[config.mk]
export PLATFORM = sky130hd
export DESIGN_NAME = mem_view_sequencer
export DESIGN_NICKNAME = d
export VERILOG_FILES = /design/src/rtl/mem_view_sequencer.sv
export SDC_FILE = /design/constraint.sdc
export NUM_CORES = 1
export LEC_CHECK = 0
export ABC_AREA = 1
export BUFFER_PORTS_ARGS = -buffer_cell sky130_fd_sc_hd__buf_2
export CORE_ASPECT_RATIO = 0.75
export CORE_MARGIN = 5
export CORE_UTILIZATION = 54
export CTS_CLUSTER_SIZE = 10
export DETAILED_ROUTE_END_ITERATION = 10
export PLACE_DENSITY = 0.81
export SYNTH_ARGS = -nofsm -noshare
export SYNTH_HDL_FRONTEND = slang
export SYNTH_SLANG_ARGS = --single-unit
[constraint.sdc]
create_clock -name clk -period 2.75 [get_ports clk]
set_input_delay 0.6875 -clock clk [delete_from_list [all_inputs] [get_ports clk]]
set_output_delay 0.6875 -clock clk [all_outputs]
set_load 0.03 [all_outputs]
[src/rtl/mem_view_sequencer.sv]
`default_nettype none
// ============================================================================
// Module   : mem_view_sequencer
// Brief    : Steps a word address through imem/dmem on a divided tick or a
//            manual step, fetching each word for the display path.
// Revision : 1.0  initial release
// ============================================================================

module mem_view_sequencer #(
    parameter int FAST_BIT = 24,
    parameter int SLOW_BIT = 26,
    parameter int ADDR_W   = 5,
    parameter int DATA_W   = 32
) (
    input  logic              clk,
    input  logic              rst,
    input  logic              speed_sel,
    input  logic              mem_sel,
    input  logic              run,
    input  logic              step,
    output logic [ADDR_W-1:0] mem_addr,
    input  logic [DATA_W-1:0] imem_rdata,
    input  logic [DATA_W-1:0] dmem_rdata,
    output logic [ADDR_W-1:0] disp_addr,
    output logic [DATA_W-1:0] disp_data,
    output logic              disp_valid,
    output logic              wrap,
    output logic              busy
);

    typedef enum logic [1:0] {
        S_IDLE    = 2'd0,
        S_ISSUE   = 2'd1,
        S_CAPTURE = 2'd2
    } state_t;

    state_t              r_state;
    state_t              w_state_nxt;

    logic [SLOW_BIT:0]   r_div_cnt;
    logic                r_fast_q;
    logic                r_slow_q;
    logic                r_step_q;
    logic                r_mem_sel_q;
    logic                r_fetch_sel;
    logic                r_adv_pend;
    logic                r_ref_pend;
    logic [ADDR_W-1:0]   r_cur_addr;
    logic [ADDR_W-1:0]   r_disp_addr;
    logic [DATA_W-1:0]   r_disp_data;
    logic                r_disp_valid;
    logic                r_wrap;

    logic                w_tick;
    logic                w_adv_evt;
    logic                w_ref_evt;
    logic                w_load_zero;
    logic                w_load_inc;
    logic                w_capture;
    logic                w_adv_pend_nxt;
    logic                w_ref_pend_nxt;

    // Both bit histories are kept live so a speed change never fakes an edge.
    assign w_tick    = speed_sel ? (r_div_cnt[FAST_BIT] & ~r_fast_q)
                                 : (r_div_cnt[SLOW_BIT] & ~r_slow_q);
    assign w_adv_evt = run ? w_tick : (step & ~r_step_q);
    assign w_ref_evt = mem_sel ^ r_mem_sel_q;

    always_comb begin
        w_state_nxt    = r_state;
        w_load_zero    = 1'b0;
        w_load_inc     = 1'b0;
        w_capture      = 1'b0;
        w_ref_pend_nxt = r_ref_pend | w_ref_evt;
        // A pending refresh supersedes any advance request.
        w_adv_pend_nxt = (r_ref_pend | w_ref_evt) ? 1'b0 : (r_adv_pend | w_adv_evt);
        case (r_state)
            S_IDLE: begin
                if (r_ref_pend || w_ref_evt) begin
                    w_load_zero    = 1'b1;
                    w_ref_pend_nxt = 1'b0;
                    w_adv_pend_nxt = 1'b0;
                    w_state_nxt    = S_ISSUE;
                end else if (r_adv_pend || w_adv_evt) begin
                    w_load_inc     = 1'b1;
                    w_adv_pend_nxt = 1'b0;
                    w_state_nxt    = S_ISSUE;
                end
            end
            S_ISSUE: begin
                w_state_nxt = S_CAPTURE;
            end
            S_CAPTURE: begin
                w_capture   = 1'b1;
                w_state_nxt = S_IDLE;
            end
            default: begin
                w_state_nxt = S_IDLE;
            end
        endcase
    end

    always_ff @(posedge clk) begin
        if (rst) begin
            r_state <= S_IDLE;
        end else begin
            r_state <= w_state_nxt;
        end
    end

    always_ff @(posedge clk) begin
        if (rst) begin
            r_div_cnt    <= '0;
            r_fast_q     <= 1'b0;
            r_slow_q     <= 1'b0;
            r_step_q     <= 1'b0;
            r_mem_sel_q  <= mem_sel;
            r_fetch_sel  <= 1'b0;
            r_adv_pend   <= 1'b0;
            r_ref_pend   <= 1'b1;
            r_cur_addr   <= '0;
            r_disp_addr  <= '0;
            r_disp_data  <= '0;
            r_disp_valid <= 1'b0;
            r_wrap       <= 1'b0;
        end else begin
            r_div_cnt    <= r_div_cnt + 1'b1;
            r_fast_q     <= r_div_cnt[FAST_BIT];
            r_slow_q     <= r_div_cnt[SLOW_BIT];
            r_step_q     <= step;
            r_mem_sel_q  <= mem_sel;
            r_adv_pend   <= w_adv_pend_nxt;
            r_ref_pend   <= w_ref_pend_nxt;
            r_wrap       <= w_load_inc & (&r_cur_addr);
            r_disp_valid <= w_capture;
            if (w_load_zero) begin
                r_cur_addr <= '0;
            end else if (w_load_inc) begin
                r_cur_addr <= r_cur_addr + 1'b1;
            end
            // Freeze the memory choice while the address is on the port.
            if (r_state == S_ISSUE) begin
                r_fetch_sel <= r_mem_sel_q;
            end
            if (w_capture) begin
                r_disp_addr <= r_cur_addr;
                r_disp_data <= r_fetch_sel ? dmem_rdata : imem_rdata;
            end
        end
    end

    assign mem_addr   = r_cur_addr;
    assign disp_addr  = r_disp_addr;
    assign disp_data  = r_disp_data;
    assign disp_valid = r_disp_valid;
    assign wrap       = r_wrap;
    assign busy       = (r_state != S_IDLE);

endmodule

`default_nettype wire

==> flow_metrics.py <==
metrics = {
    "critical_path": {
        "worstPathMaxFanout": 9,
        "critPathLaunchType": "register",
        "r2r_start": "r_state[1]",
        "required_ps": 2060,
        "worstSetupPathType": "register to primary output",
        "critPathCaptureType": "primary output",
        "crit_arrival_ps": 1310,
        "crit_path_start": "r_state[0]",
    },
    "power": {
        "p_per_area_mw_per_mm2": 567.2,
        "internal_power_uw": 1745,
        "power_frac_seq": 0.507,
        "ir_worst_vdd_v": 0.0003670,
        "leakage_uw": 0.001888,
        "switching_share": 0.2897,
        "power_frac_comb": 0.158,
        "p_switching_uw": 711.6,
        "p_clk_frac": 0.336,
    },
    "logic_synthesis": {
        "synthTopCellsByArea": "dfxtp_1 (45%), a21oi_1 (13%), nand2_1 (11%), o21ai_0 (6.2%), nor2_1 (5.1%)",
        "synth_top_area_share": 0.4515,
        "synthMostInstantiatedCell": "nand2_1",
        "synth-seq-area-share": 0.4515,
        "synth_area_per_cell_um2": 7.166,
        "synth_warnings": 0,
        "synth_flop_cell": "dfxtp_1",
        "synth_top_area_cell": "dfxtp_1",
        "yosys-top-cells-count": "nand2_1 (102), a21oi_1 (93), dfxtp_1 (80)",
        "ys_seq_elements": 80,
        "ys_types": 30,
        "synth-edff-count": 0,
        "syn_area_mm2": 0.003547,
        "synthArstFlopShare": 0,
        "syn-instance-count": 495,
        "synth_nets": 568,
    },
    "detailed_routing": {
        "viasPerCell": 5.372,
        "drc": 0,
        "drt_wl_total_um": 9440,
        "drt_pre_antenna_iters": 4,
        "post_drt_wl_per_cell_um": 13.78,
        "drtIter0Drc": 175,
        "ant_nets": 0,
        "vias": 3680,
    },
    "floorplan": {
        "rows": 25,
        "ios": 115,
        "die_x_um": 103.6,
        "core_area_mm2": 0.006350,
        "start_util": 0.5586,
        "die-area_mm2": 0.008306,
        "die_y_um": 80.19,
    },
    "outcome": {
        "outcome": "completed",
    },
    "global_routing": {
        "grt_pass1_wl_um": 16040,
        "grt_overflow": 0,
        "grt_pass1_vias": 3579,
        "grt_max_degree": 49,
        "grt_usage": 0.2315,
        "antenna_found_initial": 0,
    },
    "clock_tree": {
        "cts_sinks": 80,
        "cts_resized": 0,
        "ctsHoldBuffers": 0,
        "cts_htree_levels": 3,
        "root_buffer": "clkbuf_8",
        "path_clk_slew_ps": 80,
        "clock_latency_ps": 350,
        "tritoncts": "done",
        "cts_buffers": 9,
        "post_cts.repair.setup_buffers": 0,
        "clk_path_buf_depth": 2,
    },
    "timing": {
        "hold_violations": 0,
        "fmax_mhz": 501.3,
        "drv_slew": 0,
        "grt_setup_unrepaired": "false",
        "setup_viol_count_final": 0,
        "fin_crit_sh": 0.7254,
        "worst_clock_skew_ps": 13.15,
        "max_slew.worst_pin.slew_ps": 987.6,
        "setup_tns_ps": 0,
        "slew_headroom": 0.3408,
        "holdWs_ps": 474.9,
        "finalCriticalPeriod_ps": 1995,
    },
    "worst_hold_path": {
        "min_path_type": "register to register",
        "hold_start": "r_div_cnt[26]",
    },
    "placement": {
        "gp_congestion": 0.8815,
        "dpl_cell_area_mm2": 0.004148,
        "hpwl_um": 6866,
        "io_buffers": 114,
    },
    "final_layout": {
        "area.growth.synth_to_final_pct": 22.08,
        "final_area_mm2": 0.004330,
        "utilization": 0.6820,
        "drive_above_1_share": 0.2483,
        "n_antenna_cell": 0,
        "nNetsFinal": 674,
    },
    "run": {
        "drv_cap": 0,
    },
}
-- metal layers --
layer	track usage	up-vias	wire length (um)
met3	0.07550	19	781
met5	0	-	0
li1	-	1845	-
met1	0.2798	1683	4054
met4	0.06160	0	152
met2	0.3982	133	4452
-- power groups by stage --
stage	logic, uW	registers, uW	clock network [uW]
after detailed placement	386	1270	0
after global routing	425	1250	885
after global placement	378	1270	0
after floorplan	169	1350	0
after CTS	387	1240	841
final	388	1240	825
-- per-stage QoR --
stage	setup WS [ps]	std cells	total power (uW)
after CTS	746.4	685	2471
after global routing	639.1	685	2561
final	755.2	685	2456
after floorplan	1283	495	1519
after detailed placement	869.0	671	1654
after global placement	878.6	671	1647
-- flip-flops by register name, summed over array words and instances (netlist names) --
signal and cells:
r_ref_pend 1, disp_valid 1, r_adv_pend 1, wrap 1
r_fast_q 1, r_div_cnt 27, r_fetch_sel 1, r_slow_q 1
disp_data 32, r_state 2, disp_addr 5, r_mem_sel_q 1
r_step_q 1, mem_addr 5
-- worst paths after layout --
path | endpoint | slack [ps] | depth (start not counted)
worst max-delay path | busy | 760 | 3
worst min-delay path | r_slow_q | 470 | 2
worst max register to register | disp_data[8] | 890 | 5
worst min register to register | r_slow_q | 470 | 2
-- worst max-delay path, stage by stage (launching register included) --
cell and delay, ps:
dfxtp_1 350, nor2_2 300, inv_1 120, buf_2 200
-- layout by cell type, fill, tap and decap left out, types with 2 or more instances in the layout --
cell and count:
nor2_1 48, xor2_1 3, xnor2_1 2, nor2_2 5
nand4_1 7, a21oi_1 93, inv_2 3, nand3b_1 3
o21ai_1 5, buf_4 3, clkbuf_8 9, inv_1 38
nand2_1 102, nor3_1 5, nor2_4 3, clkinvlp_4 2
dfxtp_1 80, nand2_2 3, ha_1 3, o21ai_0 44
nand3_2 3, buf_2 114, nand3_1 17
-- cells by family after synthesis --
| kind of cell | after synthesis | share of synthesized area |
|---|---|---|
| buffers and inverters | 64 | 0.07090 |
| and+or+nand+nor | 200 | 0.2522 |
| DFF | 80 | 0.4515 |
| xor gates and xnor gates | 5 | 0.01235 |
| AOI/OAI and AO/OA | 143 | 0.2025 |
| adders and majority gates | 3 | 0.01058 |
-- cell type report --
type	count	area [um^2]
timing repair buffer	117	593.1
tap	81	101.3
fill	577	2019
clock inverter	5	58.81
inverter	42	157.7
clock buffer	9	123.9
multi-input combinational	351	1694
sequential	80	1602
Note: power is estimated with default switching activity, not from simulation.
